`src/rtl/centroid_pkg.sv`:
```
// Shared widths, quotient slice positions and FSM state encoding for the
// centroid divider scheduler.
package centroid_pkg;

  localparam int DATA_W = 32;
  localparam int RES_W  = 64;
  localparam int Q_MSB  = 63;
  localparam int Q_LSB  = 32;

  typedef enum logic [2:0] {
    IDLE    = 3'd0,
    ISSUE_X = 3'd1,
    ISSUE_Y = 3'd2,
    COLLECT = 3'd3,
    HOLD    = 3'd4,
    FLUSH   = 3'd5
  } state_e;

endpackage

```
`src/rtl/div_rst_stretch.sv`:
```
// Holds the divider's active-low reset for RST_HOLD cycles after the block
// reset or after a flush request; ready reports that the divider is usable.
module div_rst_stretch #(
  parameter int RST_HOLD = 2
) (
  input  logic clk,
  input  logic rst,
  input  logic flush_req,
  output logic div_aresetn,
  output logic ready
);

  localparam int            CW       = (RST_HOLD < 1) ? 1 : $clog2(RST_HOLD + 1);
  localparam logic [CW-1:0] HOLD_VAL = CW'(RST_HOLD);

  logic [CW-1:0] cnt_q, cnt_d;

  always_comb begin
    cnt_d = cnt_q;
    if (flush_req)
      cnt_d = HOLD_VAL;
    else if (cnt_q != '0)
      cnt_d = cnt_q - CW'(1);
  end

  always_ff @(posedge clk) begin
    if (rst) cnt_q <= HOLD_VAL;
    else     cnt_q <= cnt_d;
  end

  // rst gates the output directly so the divider is held even before the
  // first clock edge of a reset, and also for RST_HOLD = 0.
  assign ready       = !rst && (cnt_q == '0);
  assign div_aresetn = ready;

endmodule

```
`src/rtl/centroid_div_sched.sv`:
```
// Issues sum_x/count and sum_y/count to a shared pipelined divider and
// collects both quotients in order. Define DIV_TIMEOUT_EN to enable the
// response timeout with divider flush.
module centroid_div_sched
  import centroid_pkg::*;
#(
  parameter int TIMEOUT_CYCLES = 64,
  parameter int MIN_COUNT      = 1,
  parameter int RST_HOLD       = 2
) (
  input  logic              clk,
  input  logic              rst,
  input  logic              acc_done,
  input  logic [DATA_W-1:0] sum_x,
  input  logic [DATA_W-1:0] sum_y,
  input  logic [DATA_W-1:0] count,
  output logic [DATA_W-1:0] div_dividend,
  output logic [DATA_W-1:0] div_divisor,
  output logic              div_in_valid,
  input  logic              div_in_ready,
  input  logic [RES_W-1:0]  div_out_data,
  input  logic              div_out_valid,
  output logic              div_aresetn,
  output logic [DATA_W-1:0] xdiv,
  output logic [DATA_W-1:0] ydiv,
  output logic              xdiv_valid,
  output logic              ydiv_valid,
  output logic              busy,
  output logic              zero_cnt,
  output logic              timeout
);

  localparam logic [DATA_W-1:0] MIN_CNT = DATA_W'(MIN_COUNT);
  localparam logic [DATA_W-1:0] TMO_LIM = DATA_W'(TIMEOUT_CYCLES);

  state_e            state_q, state_d;
  logic              acc_q;
  logic [DATA_W-1:0] sx_q, sx_d, sy_q, sy_d, cnt_q, cnt_d;
  logic [DATA_W-1:0] xdiv_q, xdiv_d, ydiv_q, ydiv_d;
  logic [1:0]        rcv_q, rcv_d;
  logic              vld_q, vld_d, busy_q, busy_d, zero_q, zero_d;
  logic              flush_req, div_ready;
  logic [DATA_W-1:0] quot;
  logic              unused_lo_bits;

  assign quot           = div_out_data[Q_MSB:Q_LSB];
  assign unused_lo_bits = ^div_out_data[Q_LSB-1:0];

`ifdef DIV_TIMEOUT_EN
  logic [DATA_W-1:0] tmo_cnt_q, tmo_cnt_d, xold_q, xold_d, yold_q, yold_d;
  logic              tmo_q, tmo_d;
`else
  logic unused_tmo_cfg;
  assign unused_tmo_cfg = ^TMO_LIM;
`endif

  div_rst_stretch #(.RST_HOLD(RST_HOLD)) u_rst_stretch (
    .clk         (clk),
    .rst         (rst),
    .flush_req   (flush_req),
    .div_aresetn (div_aresetn),
    .ready       (div_ready)
  );

  // NOTE: every next-state value gets a default first, so no path through
  // the case statement can leave a variable unassigned and infer a latch.
  always_comb begin
    state_d   = state_q;
    sx_d      = sx_q;
    sy_d      = sy_q;
    cnt_d     = cnt_q;
    xdiv_d    = xdiv_q;
    ydiv_d    = ydiv_q;
    rcv_d     = rcv_q;
    vld_d     = vld_q;
    busy_d    = busy_q;
    zero_d    = zero_q;
    flush_req = 1'b0;
`ifdef DIV_TIMEOUT_EN
    tmo_cnt_d = tmo_cnt_q;
    tmo_d     = tmo_q;
    xold_d    = xold_q;
    yold_d    = yold_q;
`endif

    case (state_q)
      IDLE: begin
        if (acc_done && !acc_q && div_ready) begin
          sx_d   = sum_x;
          sy_d   = sum_y;
          cnt_d  = count;
          busy_d = 1'b1;
          rcv_d  = 2'd0;
          if (count < MIN_CNT) begin
            zero_d  = 1'b1;
            vld_d   = 1'b1;
            state_d = HOLD;
          end else begin
            state_d = ISSUE_X;
`ifdef DIV_TIMEOUT_EN
            tmo_cnt_d = '0;
            xold_d    = xdiv_q;
            yold_d    = ydiv_q;
`endif
          end
        end
      end
      ISSUE_X: if (div_in_ready) state_d = ISSUE_Y;
      ISSUE_Y: if (div_in_ready) state_d = COLLECT;
      COLLECT: begin
        if (div_out_valid) begin
          if (rcv_q == 2'd0) begin
            xdiv_d = quot;
            rcv_d  = 2'd1;
          end else begin
            ydiv_d  = quot;
            rcv_d   = 2'd2;
            vld_d   = 1'b1;
            state_d = HOLD;
          end
        end
      end
      HOLD: begin
        if (!acc_done) begin
          vld_d   = 1'b0;
          busy_d  = 1'b0;
          zero_d  = 1'b0;
          state_d = IDLE;
`ifdef DIV_TIMEOUT_EN
          tmo_d = 1'b0;
`endif
        end
      end
      FLUSH:   if (div_ready) state_d = HOLD;
      default: state_d = IDLE;
    endcase

`ifdef DIV_TIMEOUT_EN
    // Timeout overrides whatever the wait states decided, including a first
    // quotient already written to xdiv.
    if (state_q inside {ISSUE_X, ISSUE_Y, COLLECT}) begin
      tmo_cnt_d = tmo_cnt_q + DATA_W'(1);
      if (tmo_cnt_d == TMO_LIM) begin
        tmo_d     = 1'b1;
        flush_req = 1'b1;
        xdiv_d    = xold_q;
        ydiv_d    = yold_q;
        vld_d     = 1'b0;
        state_d   = FLUSH;
      end
    end
`endif
  end

  // NOTE: sequential state uses non-blocking assignments only, so every
  // register samples the pre-edge values regardless of statement order.
  always_ff @(posedge clk) begin
    if (rst) begin
      state_q <= IDLE;
      acc_q   <= 1'b0;
      sx_q    <= '0;
      sy_q    <= '0;
      cnt_q   <= '0;
      xdiv_q  <= '0;
      ydiv_q  <= '0;
      rcv_q   <= 2'd0;
      vld_q   <= 1'b0;
      busy_q  <= 1'b0;
      zero_q  <= 1'b0;
    end else begin
      state_q <= state_d;
      acc_q   <= acc_done;
      sx_q    <= sx_d;
      sy_q    <= sy_d;
      cnt_q   <= cnt_d;
      xdiv_q  <= xdiv_d;
      ydiv_q  <= ydiv_d;
      rcv_q   <= rcv_d;
      vld_q   <= vld_d;
      busy_q  <= busy_d;
      zero_q  <= zero_d;
    end
  end

`ifdef DIV_TIMEOUT_EN
  always_ff @(posedge clk) begin
    if (rst) begin
      tmo_cnt_q <= '0;
      tmo_q     <= 1'b0;
      xold_q    <= '0;
      yold_q    <= '0;
    end else begin
      tmo_cnt_q <= tmo_cnt_d;
      tmo_q     <= tmo_d;
      xold_q    <= xold_d;
      yold_q    <= yold_d;
    end
  end
  assign timeout = tmo_q;
`else
  assign timeout = 1'b0;
`endif

  assign div_in_valid = (state_q == ISSUE_X) || (state_q == ISSUE_Y);
  assign div_dividend = (state_q == ISSUE_Y) ? sy_q : sx_q;
  assign div_divisor  = cnt_q;
  assign xdiv         = xdiv_q;
  assign ydiv         = ydiv_q;
  assign xdiv_valid   = vld_q;
  assign ydiv_valid   = vld_q;
  assign busy         = busy_q;
  assign zero_cnt     = zero_q;

endmodule

```
`config.mk`:
```
export PLATFORM = sky130hd
export DESIGN_NAME = centroid_div_sched
export DESIGN_NICKNAME = d
export VERILOG_FILES = /design/src/rtl/centroid_pkg.sv /design/src/rtl/div_rst_stretch.sv /design/src/rtl/centroid_div_sched.sv
export SDC_FILE = /design/constraint.sdc
export NUM_CORES = 1
export LEC_CHECK = 0
export CELL_PAD_IN_SITES_DETAIL_PLACEMENT = 1
export CELL_PAD_IN_SITES_GLOBAL_PLACEMENT = 1
export CORE_UTILIZATION = 31
export DETAILED_ROUTE_END_ITERATION = 8
export PLACE_DENSITY_LB_ADDON = 0.1
export SLEW_MARGIN = 20
export SYNTH_ARGS = -nofsm -noshare
export SYNTH_HDL_FRONTEND = slang
export SYNTH_SLANG_ARGS = --single-unit
```
`constraint.sdc`:
```
create_clock -name clk -period 5.1 [get_ports clk]
set_input_delay 0.765 -clock clk [delete_from_list [all_inputs] [get_ports clk]]
set_output_delay 0.765 -clock clk [all_outputs]
set_load 0.02 [all_outputs]
```
# Word-level counts from Yosys, hierarchy flattened
# Index checks and enable logic that the tools add are counted.
[op_classes] n_addsub=1 n_mul=0 div=0 order_cmp=1 n_eq_ne=13 shifts=0 n_mux=23 n_bitwise=1 n_reduce_logical=21
[op_table] cell="32-bit by 1-bit less-than comparator with 1-bit output (second input constant)" count=1
[op_table] cell="32-bit two-way mux" count=1
[op_table] cell="3-bit two-way mux" count=8
[op_table] cell="3-bit case mux with 6 select lines" count=1
[op_table] cell="2-bit != test (second input constant)" count=8
[op_table] cell="3-bit AND reduction" count=4
[op_table] cell="7-bit AND reduction" count=1
[op_table] cell="3-bit by 2-bit equality test with 1-bit output (second input constant)" count=2
[op_table] cell="3-bit equality test (second input constant)" count=2
[op_table] cell="1-bit two-way mux" count=6
[op_table] cell="2-bit two-way mux" count=3
[op_table] cell="6-bit AND reduction" count=1
[op_table] cell="2-bit nonzero test" count=3
[op_table] cell="2-bit logical NOT" count=2
[op_table] cell="1-bit case mux with 2 select lines" count=2
[op_table] cell="2-bit case mux with 2 select lines" count=1
[op_table] cell="4-bit AND reduction" count=1
[op_table] cell="3-bit by 1-bit equality test with 1-bit output (second input constant)" count=1
[op_table] cell="1-bit logical AND" count=3
[op_table] cell="3-bit logical NOT" count=1
[op_table] cell="1-bit case mux with 3 select lines" count=1
[op_table] cell="3-bit nonzero test" count=1
[op_table] cell="1-bit logical NOT" count=2
[op_table] cell="2-bit AND reduction" count=1
[op_table] cell="other kinds (3)" count=3
[totals] ff_bits=171 latchBits=0 ramBits=0 rom_bits=0 input_bits=165 wordCells=72 memories=0

# Longest topological paths before layout
[logic_depth] word_depth=5 mapped_depth=9 depth_no_buf=7

# Hierarchy
# From an unflattened synthesis, not the netlist that was laid out.
[unflattened] hier_cells=811 area_unflattened_um2=6538.8
[by_module_without_submodules] module="centroid_div_sched" instances=1 cells_per_inst=798 area_each_um2=6419.9 seq_area_each_um2=3383.2
[by_module_without_submodules] module="div_rst_stretch" instances=1 cells_per_inst=13 area_each_um2=118.9 seq_area_each_um2=40.0

# Worst setup path before layout
# No wires, ideal clock.
[synth_timing] kind="register -> output" start="register state_q[2]" end="output div_dividend[10]" t_arrival_ps=1414 required_ps=4335 setup_slack_ps=2921 path_stages_with_launch=5 path_cell_list="dfxtp_1 -> clkbuf_8 -> nor3b_2 -> buf_2 -> mux2_2"
[synth_between] elab_chain_cells=2
[synth_rtl] item="start: declaration" line_no="centroid_div_sched.sv:36" source="state_e state_q, state_d;"
[synth_rtl] item="start signal: assignment" line_no="centroid_div_sched.sv:171" source="state_q <= state_d;"
[synth_rtl] item="3-bit by 2-bit equality test with 1-bit output" line_no="centroid_div_sched.sv:205" source="assign div_dividend = (state_q == ISSUE_Y) ? sy_q : sx_q;"
[synth_rtl] item="32-bit two-way mux" line_no="centroid_div_sched.sv:205"
[synth_rtl] item="end: declaration" line_no="centroid_div_sched.sv:17" source="output logic [DATA_W-1:0] div_dividend,"
# Every way passes these cells.

# Final worst setup path
[layout_timing] start="register state_q[1]" end="output div_dividend[25]"
# The elaborated chain is that of the path after synthesis.

==> impl_metrics.csv <==
group,metric,value,unit
route,vias,6152,
synthesis,ys_warn_count,0,
sta,maxSlewViolCount,0,
global_route,grt_use_total,19.04,%
global_route,grt_start_max_net_pins,98,
finish,num_antenna_cells,0,
synthesis,ys_ff_latch,171,
cts,cts_setup_buffers,0,
synthesis,syn_area,6565,sq um
sta,rsz0062_at_grt,"false",
cts,cts.sinks,171,
setup_path,arrival,2.68,ns
sta,clock_skew,0.01364,ns
sta,fmax,289.9,MHz
route,firstDrtPassIters,4,
finish,stdcell_area,9926,sq um
finish,layout-drive-gt1-share,7.758,%
setup_path,cp.required,4.34,ns
die,dieArea,21760,sq um
placed_design,place.gp.congestion,0.7441,
die,die_x,147.5,microns
flow_run,maxCapViolCount,0,
sta,slew_headroom,26.10,%
finish,layout.nets,1211,
sta,tns,0,ns
setup_path,crit_type,"reg2out",
sta,hold-worst-slack,0.4520,ns
cts,clkTransAtPathRegs,0.07,ns
cts,cts_hold_buf,0,
sta,fin_crit,3.449,ns
status,status,"completed",
setup_path,critical_path.max_fanout,32,
global_route,grt_pass1_wl,32460,microns
global_route,grt.overflow.total,0,
synthesis,synth_xor_area_share,0.2668,%
synthesis,synthCells,816,
route,viasPerCell,4.636,
global_route,grt_pass1_vias,6086,
finish,layout_commonest_cell,"nand2_1",
placed_design,placed_area,9325,sq um
die,initial_core_util,32.03,%
global_route,grt_antenna_before_repair,0,
finish,final_cell_mix,"nand2_1 (324), clkdlybuf4s50_1 (265), dfxtp_1 (171)",
placed_design,port-buffer-count,266,
power_and_ir_drop,leakagePower,3.297,nW
cts,clock_latency,0.44,ns
setup_path,cp-start-kind,"flip-flop",
worst_hold_path,hp-class,"reg2reg",
cts,cts.path.max_buffers,2,
synthesis,synth_ff_type,"dfxtp_1",
synthesis,synth_mux_area_share,5.946,%
die,core_area,20490,sq um
synthesis,synth_fa_ha_area_share,0.1906,%
route,ant_nets,0,
cts,cts_root_buf,"clkbuf_16",
synthesis,synth_cell_type_count,43,
finish,fin_cells,1327,
route,wl,20730,microns
synthesis,syn_area_per_cell,8.045,sq um
synthesis,synth_top_family_by_area,"simple AND/OR/NAND/NOR gates",
synthesis,postSynth.asyncResetShare,0,%
synthesis,synth_simple_gate_area_share,22.62,%
synthesis,yosysSeqAreaShare,52.14,%
die,die_h,147.5,microns
die,io_pins,300,
cts,cts_made_buffers,17,
route,drc,0,
route,wl_per_cell,15.62,microns
die,rows,52,
placed_design,placed_cells,1295,
finish,areaGrowthSynthToFinish,51.19,%
cts,tritoncts,"built",
synthesis,synth_compound_area_share,14.07,%
cts,cts_resized,0,
sta,final_hold_viol_count,0,
sta,tightest_slew,1.109,ns
power_and_ir_drop,ir_drop,225.2,uV
sta,setup_viol,0,
power_and_ir_drop,design_power_total,3.210,mW
cts,h-tree-depth,4,
sta,finalCritPeriodShare,67.64,%
placed_design,dp_hpwl,13490,microns
route,drt-initial-drc-count,180,
power_and_ir_drop,p_per_area,323.4,nW/um^2
synthesis,synth_edf_count,0,
setup_path,cp-end-kind,"primary output",
synthesis,syn-num-nets,982,
[layout make-up]
type                            instances  area (sq um)
Fill cell                            2490         10570
Sequential cell                       171          3423
Multi-Input combinational cell        581          2863
Timing Repair Buffer                  271          2718
Clock buffer                           19         442.9
Tap cell                              270         337.8
Clock inverter                         12         130.1
Inverter                                3         11.26
[cell families after synthesis]
logic type                 count (synthesis)
other                                      1
muxes                                     35
adders and majority gates                  1
xor gates and xnor gates                   2
and+or+nand+nor                          366
AOI/OAI and AO/OA                        176
buffers and inverters                     64
DFF                                      171
[power by group]
group          leakage, nW  switching [mW]  internal, mW
sequential            1.38          0.0362          1.39
clock                0.279           0.587         0.700
combinational         1.64           0.252         0.249
total                 3.30           0.875          2.34
[stage by stage]
step | utilization (%) | setup WS (ns)
global placement | 45.50 | 1.918
floorplan | - | 2.921
detailed placement | 45.50 | 1.948
CTS | 48.30 | 1.629
finish | 48.43 | 1.651
global route | 48.43 | 1.523
[path summary, 6_finish.rpt]
kind | startpoint | to | slack [ns] | cells after the start
hold / removal | ydiv[16] | ydiv[16] | 0.45 | 2
setup / recovery | state_q[1] | div_dividend[25] | 1.65 | 4
setup reg to reg | state_q[2] | div_divisor[13] | 2.76 | 4
hold reg to reg | ydiv[16] | ydiv[16] | 0.45 | 2
[per-layer routing]
| layer | up-vias | track usage, % | share of wire (%) | wire, microns |
|---|---|---|---|---|
| met5 | - | 0 | 0 | 0 |
| li1 | 3125 | - | - | - |
| met1 | 2872 | 23.77 | 45 | 9398 |
| met2 | 141 | 31.82 | 48 | 9945 |
| met3 | 14 | 5.370 | 5.6 | 1152 |
| met4 | 0 | 5.619 | 1.1 | 236 |
[synth_stat cells (all sizes together), types with 2 or more instances]
library cell,number,area (sq um)
nand2,325,1220
dfxtp,171,3423
a21oi,164,820.8
clkbuf,38,162.7
mux2,32,360.4
buf,23,135.1
nor2,13,48.80
nor4,8,50.05
o21ai,4,20.02
inv,3,11.26
mux2i,3,30.03
nor3,3,20.02
and4bb,2,28.78
nand4,2,12.51
nor3b,2,20.02
or2,2,12.51
[flip-flops by register name, indices dropped and copies added (netlist names)]
register,flops
acc_q,1
busy,1
div_divisor,32
rcv_q,2
state_q,3
sx_q,32
sy_q,32
u_rst_stretch.cnt_q,2
xdiv,32
xdiv_valid,1
ydiv,32
zero_cnt,1
[critical path: stages (launching register included)]
cell,delay [ns]
dfxtp_1,0.57
nor3b_4,0.24
buf_4,0.46
mux2_2,0.43
clkdlybuf4s50_1,0.56
Note: power is estimated with default switching activity, not from simulation.
